**src/rtl/johnson_pkg.sv**
```systemverilog
// rtl/johnson_pkg.sv - shared types and Johnson code helper functions
package johnson_pkg;

  typedef enum logic {HUNT = 1'b0, LOCKED = 1'b1} lock_state_e;

  localparam int MAXW = 32;

  function automatic int johnson_idxw(input int n);
    return $clog2(2 * n);
  endfunction

  // Legal words are a run of ones anchored at bit 0, or its complement within n bits.
  function automatic logic johnson_is_legal(input logic [MAXW-1:0] code, input int n);
    logic [MAXW-1:0] mask;
    logic [MAXW-1:0] c;
    logic [MAXW-1:0] inv;
    mask = (n >= MAXW) ? '1 : ((MAXW'(1) << n) - MAXW'(1));
    c    = code & mask;
    inv  = ~c & mask;
    return ((c & (c + MAXW'(1))) == '0) || ((inv & (inv + MAXW'(1))) == '0);
  endfunction

  function automatic int johnson_to_index(input logic [MAXW-1:0] code, input int n);
    int pop;
    pop = 0;
    for (int i = 0; i < MAXW; i++) begin
      if (i < n && code[i]) pop++;
    end
    return code[n-1] ? (2 * n - pop) : pop;
  endfunction

endpackage

```
**src/rtl/johnson_decoder_classify.sv**
```systemverilog
// rtl/johnson_decoder_classify.sv - combinational legality check and index decode
module johnson_code_classify
  import johnson_pkg::*;
#(
  parameter int N    = 4,
  parameter int IDXW = $clog2(2 * N)
) (
  input  logic [N-1:0]    code_i,
  output logic            legal_o,
  output logic [IDXW-1:0] index_o
);

  logic [MAXW-1:0] code_ext;

  assign code_ext = MAXW'(code_i);
  assign legal_o  = johnson_is_legal(code_ext, N);
  assign index_o  = IDXW'(johnson_to_index(code_ext, N));

endmodule

```
**src/rtl/johnson_decoder.sv**
```systemverilog
// rtl/johnson_decoder.sv - Johnson code decoder with sequence lock FSM and error counter
module johnson_decoder
  import johnson_pkg::*;
#(
  parameter int N          = 4,
  parameter int LOCK_COUNT = 2,
  parameter int ALLOW_HOLD = 1,
  parameter int ERRW       = 8,
  localparam int IDXW      = johnson_idxw(N)
) (
  input  logic            clk,
  input  logic            rst,
  input  logic [N-1:0]    code_in,
  input  logic            code_valid,
  input  logic            clr_err,
  output logic [IDXW-1:0] index_out,
  output logic            index_valid,
  output logic            illegal,
  output logic            seq_err,
  output logic            locked,
  output logic [ERRW-1:0] err_count
);

  localparam logic [IDXW-1:0] LAST_IDX = IDXW'(2 * N - 1);
  localparam logic [ERRW-1:0] ERR_MAX  = '1;
  localparam logic [3:0]      LOCK_RUN = 4'(LOCK_COUNT);

  lock_state_e     state_q;
  logic [3:0]      run_q;
  logic [IDXW-1:0] prev_q;
  logic            prev_vld_q;
  logic [IDXW-1:0] index_q;
  logic            index_valid_q;
  logic            illegal_q;
  logic            seq_err_q;
  logic [ERRW-1:0] err_q;

  logic            legal;
  logic [IDXW-1:0] idx;
  logic [IDXW-1:0] next_exp_d;
  logic            succ_d;
  logic            err_event_d;
  logic [3:0]      run_inc_d;

  johnson_code_classify #(.N(N), .IDXW(IDXW)) u_classify (
    .code_i  (code_in),
    .legal_o (legal),
    .index_o (idx)
  );

  // A stalled counter repeats its word; ALLOW_HOLD decides whether that is tolerated.
  assign next_exp_d  = (prev_q == LAST_IDX) ? '0 : prev_q + IDXW'(1);
  assign succ_d      = prev_vld_q && ((idx == next_exp_d) || ((ALLOW_HOLD != 0) && (idx == prev_q)));
  assign err_event_d = code_valid && (!legal || ((state_q == LOCKED) && !succ_d));
  assign run_inc_d   = run_q + 4'd1;

  always_ff @(posedge clk or posedge rst) begin
    if (rst) begin
      state_q       <= HUNT;
      run_q         <= '0;
      prev_q        <= '0;
      prev_vld_q    <= 1'b0;
      index_q       <= '0;
      index_valid_q <= 1'b0;
      illegal_q     <= 1'b0;
      seq_err_q     <= 1'b0;
      err_q         <= '0;
    end else begin
      index_valid_q <= 1'b0;
      illegal_q     <= 1'b0;
      seq_err_q     <= 1'b0;

      if (clr_err) begin
        err_q <= '0;
      end else if (err_event_d && (err_q != ERR_MAX)) begin
        err_q <= err_q + ERRW'(1);
      end

      if (code_valid) begin
        if (!legal) begin
          illegal_q  <= 1'b1;
          state_q    <= HUNT;
          run_q      <= '0;
          prev_vld_q <= 1'b0;
        end else begin
          index_q       <= idx;
          index_valid_q <= 1'b1;
          prev_q        <= idx;
          prev_vld_q    <= 1'b1;
          case (state_q)
            HUNT: begin
              if (succ_d) begin
                run_q <= run_inc_d;
                if (run_inc_d >= LOCK_RUN) state_q <= LOCKED;
              end else begin
                run_q <= '0;
              end
            end
            LOCKED: begin
              if (!succ_d) begin
                seq_err_q <= 1'b1;
                state_q   <= HUNT;
                run_q     <= '0;
              end
            end
            default: state_q <= HUNT;
          endcase
        end
      end
    end
  end

  assign index_out   = index_q;
  assign index_valid = index_valid_q;
  assign illegal     = illegal_q;
  assign seq_err     = seq_err_q;
  assign locked      = (state_q == LOCKED);
  assign err_count   = err_q;

endmodule

```
**config.mk**
```make
export PLATFORM = sky130hd
export DESIGN_NAME = johnson_decoder
export DESIGN_NICKNAME = d
export VERILOG_FILES = /design/src/rtl/johnson_pkg.sv /design/src/rtl/johnson_decoder_classify.sv /design/src/rtl/johnson_decoder.sv
export SDC_FILE = /design/constraint.sdc
export NUM_CORES = 1
export LEC_CHECK = 0
export ABC_AREA = 1
export BUFFER_PORTS_ARGS = -buffer_cell sky130_fd_sc_hd__buf_4
export CORE_MARGIN = 2
export CORE_UTILIZATION = 41
export CTS_BUF_LIST = sky130_fd_sc_hd__clkbuf_8
export DETAILED_ROUTE_END_ITERATION = 8
export SLEW_MARGIN = 20
export SYNTH_ARGS = -nofsm -noshare
export SYNTH_HDL_FRONTEND = slang
export SYNTH_SLANG_ARGS = --single-unit
```
**constraint.sdc**
```tcl
create_clock -name clk -period 2.05 [get_ports clk]
set_input_delay 0.1025 -clock clk [delete_from_list [all_inputs] [get_ports clk]]
set_output_delay 0.1025 -clock clk [all_outputs]
set_load 0.005 [all_outputs]
```
Yosys cells after proc, flatten, opt, wreduce, memory -nomap -nowiden
Cells that the tools add are included.
- bits in registers: 20
- input port bits: 8
- output and inout bits: 15
- logic and storage cells: 66
- add/sub/neg operators: 9
- $lt $le $gt $ge: 1
- equality and inequality tests: 5
- muxes and demuxes: 25
- bitwise logic cells: 4
- reduce and logical (&&, ||, !) cells: 14
- operators with widths (kind ; number):
    $and 4x32->32 ; 2
    $logic_not 32->1 ; 2
    $mux 8 ; 2
    $mux 3 ; 5
    $mux 1 ; 13
    $mux 4 ; 3
    $add 4x1->5 const B ; 2
    $add 8x1->8 const B ; 1
    $ne 8x8->1 const B ; 1
    $pmux 4 s2 ; 1
    $add 3x2->3 const B ; 2
    $eq 3x3->1 ; 2
    $add 4x1->4 const B ; 1
    $ge 4x2->1 const B ; 1
    $logic_and 1x1->1 ; 4
    $not 4->4 ; 1
    $reduce_and 2->1 ; 2
    $add 3x1->3 const B ; 1
    $eq 3x3->1 const B ; 1
    $logic_or 1x1->1 ; 3
    $ne 3x3->1 const B ; 1
    $sub 1x3->3 const A ; 1
    $add 1x1->2 const B ; 1
    $logic_not 1->1 ; 2
    other kinds (3) ; 3

Logic depth before layout (Yosys ltp)
- depth after elaboration: 19
- mapped depth: 21
- gate-level depth less buffers: 21

Modules after synthesis
From an unflattened synthesis, not the netlist that was laid out.
- cell total of the unflattened synthesis: 190
- area, all modules: 1416.4 µm²
- modules (own cells, without submodules) (module ; instances ; cells each ; area each (µm²) ; seq. area each (µm²)):
    johnson_decoder ; 1 ; 149 ; 1164.9 ; 500.5
    johnson_code_classify ; 1 ; 41 ; 251.5 ; 0.0

Worst setup path before layout
Ideal clock, no wire load.
- path kind: input-to-reg
- start point: in code_in[0]
- end point: reg err_q[2] (netlist: err_count[2])
- library setup time: 118 ps
- arrival: 2062 ps
- data required time: 1932 ps
- setup slack: -130 ps
- cell stages on the path: 19
- buffers on the path: 0
- path through: inv_1 -> ha_1 -> nor2_1 -> nor2_4 -> ha_1 -> inv_1 -> nand3_1 -> nand2_1 -> nand4_1 -> nand2_1 -> nand2_1 -> nand3_1 -> nand2_2 -> nand2_4 -> nand2_4 -> nand2_4 -> nand2_8 -> nand3_2 -> nand2_1
- longest elaborated chain between the ends: 18
- elaborated cells between the ends (all ways): 28
- those cells by class: 6 x add/sub; 2 x eq/ne; 5 x mux; 3 x bitwise; 12 x reduce/logical
- ends and longest elaborated chain (what ; RTL line ; RTL):
    start: declaration ; johnson_decoder.sv:13 ; input logic [N-1:0] code_in,
    $mux 1 ; johnson_pkg.sv:27 ; if (i < n && code[i]) pop++;
    $add 1x1->2 ; johnson_pkg.sv:27 ;
    $mux 3 ; johnson_pkg.sv:27 ;
    $add 3x2->3 ; johnson_pkg.sv:27 ;
    $mux 3 ; johnson_pkg.sv:27 ;
    $add 3x2->3 ; johnson_pkg.sv:27 ;
    $mux 3 ; johnson_pkg.sv:27 ;
    $sub 1x3->3 ; johnson_pkg.sv:29 ; return code[n-1] ? (2 * n - pop) : pop;
    [2 not listed] ; n/a ;
    $logic_or 1x1->1 ; johnson_decoder.sv:53 ; assign succ_d = prev_vld_q && ((idx == next_exp_d) || ((ALLOW_HOLD != 0) && (idx == prev_q)));
    $logic_and 1x1->1 ; johnson_decoder.sv:53 ;
    $logic_not 1->1 ; n/a ;
    $logic_and 1x1->1 ; johnson_decoder.sv:54 ; assign err_event_d = code_valid && (!legal || ((state_q == LOCKED) && !succ_d));
    $logic_or 1x1->1 * ; johnson_decoder.sv:54 ;
    $logic_and 1x1->1 * ; johnson_decoder.sv:54 ;
    $logic_and 1x1->1 * ; johnson_decoder.sv:75 ; end else if (err_event_d && (err_q != ERR_MAX)) begin
    $reduce_bool 2->1 (no line) * ; n/a ;
    end signal: assignment ; johnson_decoder.sv:76 ; err_q <= err_q + ERRW'(1);
    end: declaration ; johnson_decoder.sv:36 ; logic [ERRW-1:0] err_q;
Mark *: on every way between the ends. The rest lies on a longest branch, timed or not.
A chain may end at the register's enable or synchronous reset.

Worst setup path after layout
Ends and elaborated chain as after synthesis.

==> flow_metrics.py <==
metrics = {
    "floorplanning": {
        "ios": 23,
        "die_h_um": 64.9,
        "die_x_um": 64.9,
        "die_area_mm2": 0.00421,
        "std_cell_rows": 22,
        "core_area_mm2": 0.00361,
        "initial_utilization": 0.421,
    },
    "detailed_routing": {
        "antenna_left": 0,
        "firstDrtPassIters": 4,
        "routed.top_layer": "met4",
        "routed_via_density": 4.87,
        "avgRoutedWirePerCell_um": 11.5,
        "vias": 1359,
        "drt_iter0_markers": 60,
        "drc_errors": 0,
        "wl_met1_um": 1510,
        "met2_length_um": 1580,
        "routed_wl_um": 3210,
        "met3WireLength_um": 85,
    },
    "global_routing": {
        "grt_pass1_wl_um": 5460,
        "overflow": 0,
        "grt_max_degree": 21,
        "grt_use_total": 0.162,
        "antenna_found_initial": 0,
        "grt_pass1_vias": 1300,
    },
    "placed_design": {
        "io_buffers": 22,
        "globalplace.congestion": 0.777,
        "dpl_cell_area_mm2": 0.00185,
        "place_ws_ps": -269,
        "dpl.cell_count": 274,
        "dp_hpwl_um": 2440,
    },
    "sta": {
        "max_freq_ghz": 0.515,
        "fin_ws_ps": 110,
        "max_slew_margin": 0.493,
        "timing.hold.ws_ps": -25.4,
        "fin_setup_tns_ps": 0,
        "slew_viol_final": 0,
        "finalHoldViolCount": 20,
        "final.period_utilization": 0.947,
        "layout_min_cycle_time_ps": 1940,
        "fin_worst_skew_ps": 7.33,
        "finalSetupViolCount": 0,
        "worstMarginPinSlew_ps": 759,
    },
    "yosys": {
        "synth_xor_area_frac": 0.0404,
        "synth_area_leaders": "dfrtp_1 33%, nand2_1 11%, ha_1 9.9%",
        "synth_compound_area_frac": 0.0651,
        "synth_edf_count": 0,
        "synth_top_family_by_area": "simple AND/OR/NAND/NOR gates",
        "syn-num-nets": 213,
        "ys_seq_area_frac": 0.329,
        "synthSimpleGateAreaFrac": 0.391,
        "synth_fa_ha_area_frac": 0.0988,
        "synth_mux_area_frac": 0,
        "synth_area_mm2": 0.00152,
        "synth.avg_cell_area_um2": 7.87,
        "synth.distinct_cells": 26,
        "synth_ff_type": "dfrtp_1",
        "synthTopCellsByCount": "43 x nand2_1, 23 x inv_1, 20 x dfrtp_1",
        "synth-seq-cells": 20,
        "synthCells": 193,
        "ys.warnings.count": 0,
        "synth.top_cell.area_share": 0.329,
        "synth_area_leader_cell": "dfrtp_1",
        "yosysMostFrequentCell": "nand2_1",
        "synthArstFlopShare": 1.00,
    },
    "setup_path": {
        "cp_data_required_time_ps": 2200,
        "ff2ff_path_depth": 13,
        "crit_arrival_ps": 2090,
        "crit_path_start_kind": "primary input",
        "critical_path_class": "primary input to register",
        "end_kind": "register",
        "path_max_fanout": 8,
    },
    "power_and_ir_drop": {
        "clkPwrFrac": 0.311,
        "seq_power_share": 0.364,
        "switchingPower_uw": 404,
        "vdd_drop_max_v": 0.000349,
        "swShare": 0.319,
        "p_int_uw": 860,
        "power_density_mw_per_mm2": 627,
        "comb_power_share": 0.325,
        "leakage_nw": 1.06,
    },
    "clocking": {
        "cts_hold_buf": 0,
        "htree_num_levels": 1,
        "path_clk_slew_ps": 80,
        "cts_tree": "yes",
        "cts_made_buffers": 3,
        "clk_latency_ps": 260,
        "cts.sinks": 20,
        "clockBufferDepth": 2,
        "clockRootBuffer": "clkbuf_8",
    },
    "run_status": {
        "failed_checks": "hold timing",
        "status": "finished with violations",
    },
    "cells_and_area": {
        "fill_cells": 338,
        "insertedDiodeCount": 0,
        "stdcell_count": 279,
        "drive_above_1_share": 0.359,
        "design_area_mm2": 0.00201,
        "area_growth_pct": 32.6,
        "nNetsFinal": 252,
    },
    "job": {
        "drv_cap": 0,
    },
    "worst_hold_path": {
        "min_path_type": "primary input to asynchronous set/reset pin",
    },
}
## final timing paths
check / startpoint / to / slack (ps)
worst max-delay path: code_in[0] / err_count[2] / 110
worst min-delay path: rst / run_q[2] / -30
worst max register to register: index_out[0] / err_count[2] / 130
worst min register to register: run_q[3] / run_q[3] / 540
max in group asynchronous: rst / index_valid / 1590
min in group clk: code_valid / prev_vld_q / 120
## power by group through the flow
stage | clock network [mW] | registers [mW] | logic, mW
6_report | 0.393 | 0.460 | 0.411
4_1_cts | 0.400 | 0.459 | 0.369
3_5_place_dp | 0 | 0.465 | 0.369
2_1_floorplan | 0 | 0.459 | 0.255
5_1_grt | 0.416 | 0.465 | 0.467
3_3_place_gp | 0 | 0.465 | 0.360
## area by class of cell
class,count,area (um2),area share
tap,48,60.1,0.0298
sequential,20,500,0.248
inverter,26,105,0.0522
clock inverter,1,30.0,0.0149
clock buffer,3,41.3,0.0205
timing repair buffer,35,270,0.134
multi-input combinational,146,1010,0.500
## what timing repair did
item | CTS | global route
gates resized for setup | 0 | 22
endpoints found under the setup margin | 0 | 13
buffers inserted | 0 | 0
## cell families after synthesis
group,Yosys count
buffers and inverters,28
adder cells (fa/ha/maj),12
AND/OR/NAND/NOR,110
XOR/XNOR,7
AO/OA/AOI/OAI,16
flip-flops,20
## registers in the layout, indices dropped and copies added, names as in the netlist
| signal | cells |
|---|---|
| err_count | 8 |
| illegal | 1 |
| index_out | 3 |
| index_valid | 1 |
| locked | 1 |
| prev_vld_q | 1 |
| run_q | 4 |
| seq_err | 1 |
## worst max-delay path, stage by stage
cell     delay (ps)
buf_6           100
inv_4            50
ha_4            210
nand2_4          80
inv_4            40
nor2_4          120
ha_4            210
inv_2            50
nand3_2          60
nand2_2          70
nand4_1         150
nand2_2         150
nand2_2          70
nand3_2          60
nand2_2          60
nand2_4         110
nand2_8          80
nand2_8         100
nand2_8          90
nand3_2          70
nand2_1          60
## metrics by stage
stage,utilization,total power [mW]
floorplan,-,0.714
global placement,0.514,0.825
detailed placement,0.514,0.834
CTS,0.534,1.23
global route,0.559,1.35
finish,0.559,1.26
## routing by layer
layer,track usage,up-vias
met5,0,-
met4,0.0638,0
met3,0.0156,4
met2,0.276,24
met1,0.211,628
li1,-,703
## layout by cell type, fill, tap and decap left out, drive strengths merged
cell type / instances
dfrtp: 20
nand3b: 3
nor3: 2
or2: 1
o21ai: 14
buf: 35
nand2: 54
nand3: 23
a31oi: 1
inv: 26
clkbuf: 3
bufinv: 1
a21oi: 1
nor2: 17
xnor2: 1
ha: 12
nand4: 11
xor2: 6
Power figures use the tool's default switching activity.
